`src/rtl/sha256_serial_pkg.sv`:
```
// Shared definitions for the SHA-256 serial host: FSM state encoding and
// default geometry of the message/digest transfer.
package sha256_serial_pkg;

  typedef enum logic [2:0] {
    IDLE,
    LOAD_WAIT,
    LOAD_SHIFT,
    START,
    WAIT_DONE,
    READ_SHIFT,
    READ_HOLD
  } state_t;

  localparam int unsigned DEF_MSG_BYTES  = 64;
  localparam int unsigned DEF_HASH_BYTES = 32;
  localparam int unsigned DEF_TIMEOUT    = 4096;

  function automatic int unsigned max_u(input int unsigned a, input int unsigned b);
    return (a > b) ? a : b;
  endfunction

endpackage

```
`src/rtl/sha256_bit_shifter.sv`:
```
// 8-bit shift register with parallel load, MSB-first serial out and LSB serial in;
// serialises message bytes and deserialises digest bytes.
module sha256_bit_shifter (
  input  logic       clk,
  input  logic       reset,
  input  logic       load,
  input  logic [7:0] load_data,
  input  logic       shift,
  input  logic       ser_in,
  output logic       ser_out,
  output logic [7:0] data
);

  logic [7:0] sreg;

  always_ff @(posedge clk) begin
    if (reset) begin
      sreg <= '0;
    end else if (load) begin
      sreg <= load_data;
    end else if (shift) begin
      sreg <= {sreg[6:0], ser_in};
    end
  end

  assign ser_out = sreg[7];
  assign data    = sreg;

endmodule

```
`src/rtl/sha256_serial_host.sv`:
```
// Byte-stream host for a bit-serial SHA-256 core: shifts one message block in,
// starts the core, waits for completion (with timeout) and streams the digest out.
module sha256_serial_host
  import sha256_serial_pkg::*;
#(
  parameter int unsigned MSG_BYTES  = DEF_MSG_BYTES,
  parameter int unsigned HASH_BYTES = DEF_HASH_BYTES,
  parameter int unsigned TIMEOUT    = DEF_TIMEOUT
) (
  input  logic       clk,
  input  logic       reset,
  input  logic [7:0] in_data,
  input  logic       in_valid,
  output logic       in_ready,
  output logic [7:0] out_data,
  output logic       out_valid,
  input  logic       out_ready,
  output logic       ser_mosi,
  output logic       ser_shift,
  output logic       ser_start,
  input  logic       ser_done,
  input  logic       ser_miso,
  output logic       busy,
  output logic       err
);

  localparam int unsigned MAX_BYTES = max_u(MSG_BYTES, HASH_BYTES);
  localparam int unsigned BYTE_W    = (MAX_BYTES > 1) ? $clog2(MAX_BYTES) : 1;
  localparam int unsigned TO_W      = $clog2(TIMEOUT + 1);

  localparam logic [BYTE_W-1:0] MSG_LAST  = BYTE_W'(MSG_BYTES - 1);
  localparam logic [BYTE_W-1:0] HASH_LAST = BYTE_W'(HASH_BYTES - 1);
  localparam logic [TO_W-1:0]   TO_LAST   = TO_W'(TIMEOUT - 1);

  state_t            state_q, state_d;
  logic [2:0]        bit_cnt_q, bit_cnt_d;
  logic [BYTE_W-1:0] byte_cnt_q, byte_cnt_d;
  logic [TO_W-1:0]   to_cnt_q, to_cnt_d;
  logic              err_q, err_d;

  logic       ready_en, shift_en, start_en, hold_en, sh_load;
  logic       sh_out;
  logic [7:0] sh_data;

  always_ff @(posedge clk) begin
    if (reset) begin
      state_q    <= IDLE;
      bit_cnt_q  <= '0;
      byte_cnt_q <= '0;
      to_cnt_q   <= '0;
      err_q      <= 1'b0;
    end else begin
      state_q    <= state_d;
      bit_cnt_q  <= bit_cnt_d;
      byte_cnt_q <= byte_cnt_d;
      to_cnt_q   <= to_cnt_d;
      err_q      <= err_d;
    end
  end

  always_comb begin
    state_d    = state_q;
    bit_cnt_d  = bit_cnt_q;
    byte_cnt_d = byte_cnt_q;
    to_cnt_d   = to_cnt_q;
    err_d      = err_q;
    ready_en   = 1'b0;
    shift_en   = 1'b0;
    start_en   = 1'b0;
    hold_en    = 1'b0;
    sh_load    = 1'b0;
    unique case (state_q)
      IDLE, LOAD_WAIT: begin
        ready_en = 1'b1;
        if (in_valid) begin
          sh_load   = 1'b1;
          bit_cnt_d = '0;
          state_d   = LOAD_SHIFT;
        end
      end
      LOAD_SHIFT: begin
        shift_en  = 1'b1;
        bit_cnt_d = bit_cnt_q + 3'd1;
        if (bit_cnt_q == 3'd7) begin
          if (byte_cnt_q == MSG_LAST) begin
            byte_cnt_d = '0;
            state_d    = START;
          end else begin
            byte_cnt_d = byte_cnt_q + BYTE_W'(1);
            state_d    = LOAD_WAIT;
          end
        end
      end
      START: begin
        start_en = 1'b1;
        to_cnt_d = '0;
        state_d  = WAIT_DONE;
      end
      WAIT_DONE: begin
        if (ser_done) begin
          bit_cnt_d = '0;
          state_d   = READ_SHIFT;
        end else if (to_cnt_q == TO_LAST) begin
          err_d   = 1'b1;
          state_d = IDLE;
        end else begin
          to_cnt_d = to_cnt_q + TO_W'(1);
        end
      end
      READ_SHIFT: begin
        shift_en  = 1'b1;
        bit_cnt_d = bit_cnt_q + 3'd1;
        if (bit_cnt_q == 3'd7) begin
          state_d = READ_HOLD;
        end
      end
      READ_HOLD: begin
        hold_en = 1'b1;
        if (out_ready) begin
          if (byte_cnt_q == HASH_LAST) begin
            byte_cnt_d = '0;
            state_d    = IDLE;
          end else begin
            byte_cnt_d = byte_cnt_q + BYTE_W'(1);
            bit_cnt_d  = '0;
            state_d    = READ_SHIFT;
          end
        end
      end
      default: state_d = IDLE;
    endcase
  end

  sha256_bit_shifter u_shifter (
    .clk       (clk),
    .reset     (reset),
    .load      (sh_load),
    .load_data (in_data),
    .shift     (shift_en),
    .ser_in    (ser_miso & (state_q == READ_SHIFT)),
    .ser_out   (sh_out),
    .data      (sh_data)
  );

  // Outputs are forced low combinationally so reset silences the core link
  // in the same cycle it is raised, not one edge later.
  assign in_ready  = ready_en & ~reset;
  assign ser_shift = shift_en & ~reset;
  assign ser_start = start_en & ~reset;
  assign out_valid = hold_en & ~reset;
  assign out_data  = out_valid ? sh_data : '0;
  assign ser_mosi  = ser_shift & sh_out;
  assign busy      = (state_q != IDLE) & ~reset;
  assign err       = err_q & ~reset;

endmodule

```
`config.mk`:
```
export PLATFORM = sky130hd
export DESIGN_NAME = sha256_serial_host
export DESIGN_NICKNAME = d
export VERILOG_FILES = /design/src/rtl/sha256_serial_pkg.sv /design/src/rtl/sha256_bit_shifter.sv /design/src/rtl/sha256_serial_host.sv
export SDC_FILE = /design/constraint.sdc
export NUM_CORES = 1
export LEC_CHECK = 0
export CORE_UTILIZATION = 50
export CTS_BUF_LIST = sky130_fd_sc_hd__clkbuf_2
export DETAILED_ROUTE_END_ITERATION = 12
export PLACE_DENSITY = 0.89
export SLEW_MARGIN = 0
export SYNTH_ARGS = -nofsm -noshare
export SYNTH_HDL_FRONTEND = slang
export SYNTH_SLANG_ARGS = --single-unit
```
`constraint.sdc`:
```
create_clock -name clk -period 1.9 [get_ports clk]
set_clock_uncertainty 0.1 [all_clocks]
set_input_delay 0.38 -clock clk [delete_from_list [all_inputs] [get_ports clk]]
set_output_delay 0.38 -clock clk [all_outputs]
set_load 0.01 [all_outputs]
```
# Yosys cells after proc, flatten, opt, wreduce, memory -nomap -nowiden
# Index checks and enable logic that the tools add are counted.
[word_totals] memories=0 inputBits=14 romBits=0 reg_bits=34 ram_bits=0 latchBits=0 output_inout_bits=15 elab_cells=82
[classes] n_reduce_logical=13 div=0 mux=31 n_bitwise=10 eq_ne=19 shift=0 n_lt_le_gt_ge=0 mul=0 add_sub_neg=3
[op_table] operator="3-bit 2-to-1 mux" count=11
[op_table] operator="13-bit 2-to-1 mux" count=2
[op_table] operator="13-bit one-hot mux with 2 select lines" count=1
[op_table] operator="6-bit 2-to-1 mux" count=4
[op_table] operator="8-bit 2-to-1 mux" count=3
[op_table] operator="3-bit one-hot mux with 6 select lines" count=1
[op_table] operator="2-bit inequality test (second input constant)" count=8
[op_table] operator="13-bit by 1-bit adder with 13-bit output (second input constant)" count=1
[op_table] operator="13-bit by 12-bit == test with 1-bit output (second input constant)" count=1
[op_table] operator="3-bit == test (second input constant)" count=4
[op_table] operator="3-bit one-hot mux with 4 select lines" count=1
[op_table] operator="6-bit one-hot mux with 2 select lines" count=1
[op_table] operator="5-bit AND reduction" count=2
[op_table] operator="3-bit AND reduction" count=3
[op_table] operator="1-bit bitwise AND" count=8
[op_table] operator="6-bit by 1-bit adder with 6-bit output (second input constant)" count=1
[op_table] operator="3-bit by 2-bit == test with 1-bit output (second input constant)" count=2
[op_table] operator="6-bit by 5-bit == test with 1-bit output (second input constant)" count=1
[op_table] operator="6-bit == test (second input constant)" count=1
[op_table] operator="1-bit 2-to-1 mux" count=6
[op_table] operator="2-bit nonzero test" count=3
[op_table] operator="4-bit nonzero test" count=1
[op_table] operator="2-bit OR reduction" count=2
[op_table] operator="3-bit by 1-bit adder with 3-bit output (second input constant)" count=1
[op_table] operator="other kinds (6)" count=7

# Logic depth before layout (Yosys ltp)
[logic_depth] depth_word=5 depth_mapped=7 mapped_depth_nobuf=7

# Hierarchy
# From an unflattened synthesis, not the netlist that was laid out.
[unflattened] cells_unflattened=223 hier_area_um2=1949.4
[modules_own_cells] mod="sha256_serial_host" instances=1 cells_per_inst=187 seq_area_each_um2=520.5 area_each_um2=1572.8
[modules_own_cells] mod="sha256_bit_shifter" instances=1 cells_per_inst=36 seq_area_each_um2=160.2 area_each_um2=376.6

# Least setup slack after synthesis
# Ideal clock, no wire load.
[synth_path] path_type="reg-to-output" startpoint="reg state_q[1]" endpoint="out ser_mosi" path_slack_ps=-141 required_ps=1420 path_stages_with_launch=6 arrival_time_ps=1561 path_cell_list="dfxtp_1 -> buf_2 -> nand2b_1 -> mux2i_1 -> nor2b_1 -> and2_1"
[synth_between] elab_chain_len=5 word_cells_on_any_way=6
[synth_rtl] element="from (decl)" line="sha256_serial_host.sv:35" text="state_t state_q, state_d;"
[synth_rtl] element="from (signal assigned)" line="sha256_serial_host.sv:53" text="state_q <= state_d;"
[synth_rtl] element="3-bit == test / 3-bit by 2-bit == test with 1-bit output (equally long branches)" line="sha256_serial_host.sv:72" text="unique case (state_q)"
[synth_rtl] element="2-bit OR reduction (no source line) (*)"
[synth_rtl] element="1-bit 2-to-1 mux (*)" line="sha256_serial_host.sv:72"
[synth_rtl] element="1-bit bitwise AND (*)" line="sha256_serial_host.sv:148" text="assign ser_shift = shift_en & ~reset;"
[synth_rtl] element="via ser_shift" line="sha256_serial_host.sv:19" text="output logic ser_shift,"
[synth_rtl] element="1-bit bitwise AND (*)" line="sha256_serial_host.sv:152" text="assign ser_mosi = ser_shift & sh_out;"
[synth_rtl] element="to (decl)" line="sha256_serial_host.sv:18" text="output logic ser_mosi,"
# The timed path passes the listed nets; every way through them passes the cells marked *.

# Final worst setup path
[layout_path] startpoint="reg state_q[1]" endpoint="reg to_cnt_q[5]"
[layout_between] elab_chain_len=3 word_cells_on_any_way=7
[layout_rtl] element="3-bit == test / 3-bit by 2-bit == test with 1-bit output (equally long branches)" line="sha256_serial_host.sv:72"
[layout_rtl] element="2-bit inequality test (no source line) / 2-bit nonzero test (equally long branches)"
[layout_rtl] element="3-bit AND reduction (no source line)"
[layout_rtl] element="to (signal assigned)" line="sha256_serial_host.sv:56" text="to_cnt_q <= to_cnt_d;"
[layout_rtl] element="to (decl)" line="sha256_serial_host.sv:38" text="logic [TO_W-1:0] to_cnt_q, to_cnt_d;"
# Parallel ways exist; a longest one is shown, timed or not.
# A chain may end at the register's enable or synchronous reset.

==> qor.txt <==
Vias/cell: 6.37
EDFF count, synth: 0
WP depth: 7
Initial Util: 54.2%
post-layout util: 87.2%
Mapped Nets: 239
Max-Cap Viols: 0
Yosys top cell by area: dfxtp_1
synth cell count leaders: 39 x nor2_1, 34 x dfxtp_1, 15 x a21oi_1
CP max stage delay: 0.40 ns
Crit path arrival time: 2.42 ns
Final ANT Viol Nets: 0
std cell rows: 21
Clock Latency Late Sink: 0.41 ns
CTS sink count: 34
fin nets: 324
count of final setup violators: 29
grt ovf: 0
share of flip-flops with an asynchronous set or reset: 0%
number of synthesized register bits: 34
synthesized area per cell: 8.50 um^2
CP Max Fanout: 7
WP data required: 2.16 ns
status: complete, but fails checks
routability cong.: 0.850
Die ar.: 4010 um^2
crit end category: flip-flop
WS Path Type: reg -> reg
n_diodes: 0
Tmin final: 2.17 ns
Hold Path Depth: 2
Leak: 1.20 nW
failing checks: setup timing
Area Growth Syn to Fin: 61.0%
cells after synthesis: 221
Die X: 63.3 um
largest net degree at the start of global routing: 18
Seq/Total Area, Yosys: 36.2%
Clock Tree Buf Depth: 2
synth top area cells: dfxtp_1 36%, nor2_1 7.8%, mux2i_1 4.3%
CTS buffer count: 5
area of all placed cells without fillers: 3030 um^2
VDD IR-drop max: 0.383 mV
post-synth top area share: 36.2%
die height: 63.3 um
Root Buffer: clkbuf_2
Placed Area: 2480 um^2
Cell Area, Synth: 1880 um^2
via count: 2243
final hold vios: 0
Pins Over Slew Limit: 0
crit start category: flip-flop
routing usage on met2: 57.7%
hold buffer count at CTS: 0
Top Ports: 29
number of global-route vias before repair: 2089
Hold Path Class: reg -> reg
Yosys Warn Count: 0
WL per Instance: 20.7 um
GR Util All Layers: 31.6%
Starting DRT DRC Count: 245
fmax: 462 MHz
H-tree lvl count: 2
initial antenna violation count: 0
count leader, synth: nor2_1
DP HPWL: 3430 um
met3 usage in global routing: 7.07%
Final Routed Wirelength: 7270 um
Final WS setup: -0.266 ns
CTS tree: built
slew at the pin with the worst max-slew slack: 0.704 ns
Power, Total: 0.00143 W
area of the core: 3470 um^2
GRT Max-Usage Layer: met2
WP buf/inv: 2
Slew headroom: 52.9%
layout cells sized above 1: 49.7%
# DRC: 0
cell family contributing the most delay on the critical path: simple AND/OR/NAND/NOR gates
1st-pass router iterations: 5
first-pass GRT wire length: 9850 um
Most used DFF post-synth: dfxtp_1
Tcrit/Tclk final: 114%
unique cell type count in the Yosys netlist: 48
RSZ-0062 raised after global routing: yes
slowest CP cell: dfxtp_4
crit path cell chain: buf_4 > buf_8 > nor4b_4 > o41ai_4 > and2_4 > or3_4 > a21oi_2
depth of the most critical reg-to-reg path: 7
port buffer count: 28
Reg clk slew, reported paths: 0.18 ns
Power Dens Cells: 473 nW/um^2
met1 usage: 33.3%
-- worst reg2reg max path, delay by kind of cell (launching register included) --
family                 cells  cell delay [ns]
and+or+nand+nor            3             0.99
DFF                        1             0.40
AOI/OAI and AO/OA          2             0.37
buffers and inverters      2             0.26
-- cell families (layout without fill, tap and decap cells) --
family	after synthesis	count (layout)	synth area share (%)
and+or+nand+nor	97	97	27.1
AOI/OAI and AO/OA	53	53	20.8
DFF	34	34	36.2
buffers and inverters	15	100	4.33
xor gates and xnor gates	10	10	4.66
muxes	8	8	4.26
adders and majority gates	4	4	2.66
-- per-layer routing --
layer | up-vias | wire, um | share of wire [%]
met5 | - | 0 | 0
met4 | 0 | 545 | 7.5
met3 | 56 | 429 | 5.9
met2 | 134 | 3680 | 51
met1 | 1081 | 2610 | 36
li1 | 972 | - | -
-- cells in the final DEF, fill, tap and decap left out, types with 4 or more instances in the layout --
master	instances
a222oi_1	4
a21oi_2	5
nor2_1	32
buf_6	17
clkbuf_2	7
buf_4	51
nand3_1	7
nor2_4	5
and2_4	10
clkdlybuf4s50_1	12
a21oi_1	10
nand2_1	8
dfxtp_2	7
o21ai_0	5
xnor2_1	7
mux2i_1	6
dfxtp_1	24
-- per-stage QoR --
step | TNS [ns] | setup WS [ns] | cells | hold slack (ns)
3_3_place_gp | -9.22 | -0.419 | 325 | 0.349
5_1_grt | -6.01 | -0.338 | 352 | 0.453
4_1_cts | -2.37 | -0.201 | 348 | 0.398
2_1_floorplan | 0 | 0.00165 | 221 | 0.329
3_5_place_dp | -10.23 | -0.471 | 325 | 0.361
6_report | -4.32 | -0.266 | 352 | 0.430
-- state kept, by name, summed over array words and instances, names as in the netlist --
register / count
to_cnt_q: 13
u_shifter.data: 8
byte_cnt_q: 6
bit_cnt_q: 3
state_q: 3
err_q: 1
-- power by group --
| group | switching [W] | internal (W) | leakage [nW] |
|---|---|---|---|
| combinational | 0.000156 | 0.000168 | 0.885 |
| clock | 0.000261 | 0.0000956 | 0.0291 |
| sequential | 0.0000213 | 0.000730 | 0.281 |
| total | 0.000438 | 0.000994 | 1.20 |
-- worst paths after layout --
check / from / to / slack (ns)
worst min-delay path: byte_cnt_q[1]$_SDFFE_PP0P_ / byte_cnt_q[1]$_SDFFE_PP0P_ / 0.43
worst max register to register: state_q[1]$_SDFFE_PP0P_ / to_cnt_q[5]$_SDFFE_PP0P_ / -0.27
worst min register to register: byte_cnt_q[1]$_SDFFE_PP0P_ / byte_cnt_q[1]$_SDFFE_PP0P_ / 0.43
worst max-delay path: state_q[1]$_SDFFE_PP0P_ / to_cnt_q[5]$_SDFFE_PP0P_ / -0.27
-- layout make-up --
class                           instances  area [um^2]
Timing Repair Buffer                   89          786
Fill cell                             175          443
Multi-Input combinational cell        172         1430
Clock buffer                            7         35.0
Inverter                                4         20.0
Sequential cell                        34          701
Tap cell                               46         57.6
-- timing repair --
item | CTS | global route
pin swaps | 27 | 18
gates resized for setup | 114 | 43
endpoints found under the hold margin | 0 | 0
gates cloned | 1 | 0
buffers inserted | 15 | 4
endpoints found under the setup margin | 27 | 39
Note: power is estimated with default switching activity, not from simulation.
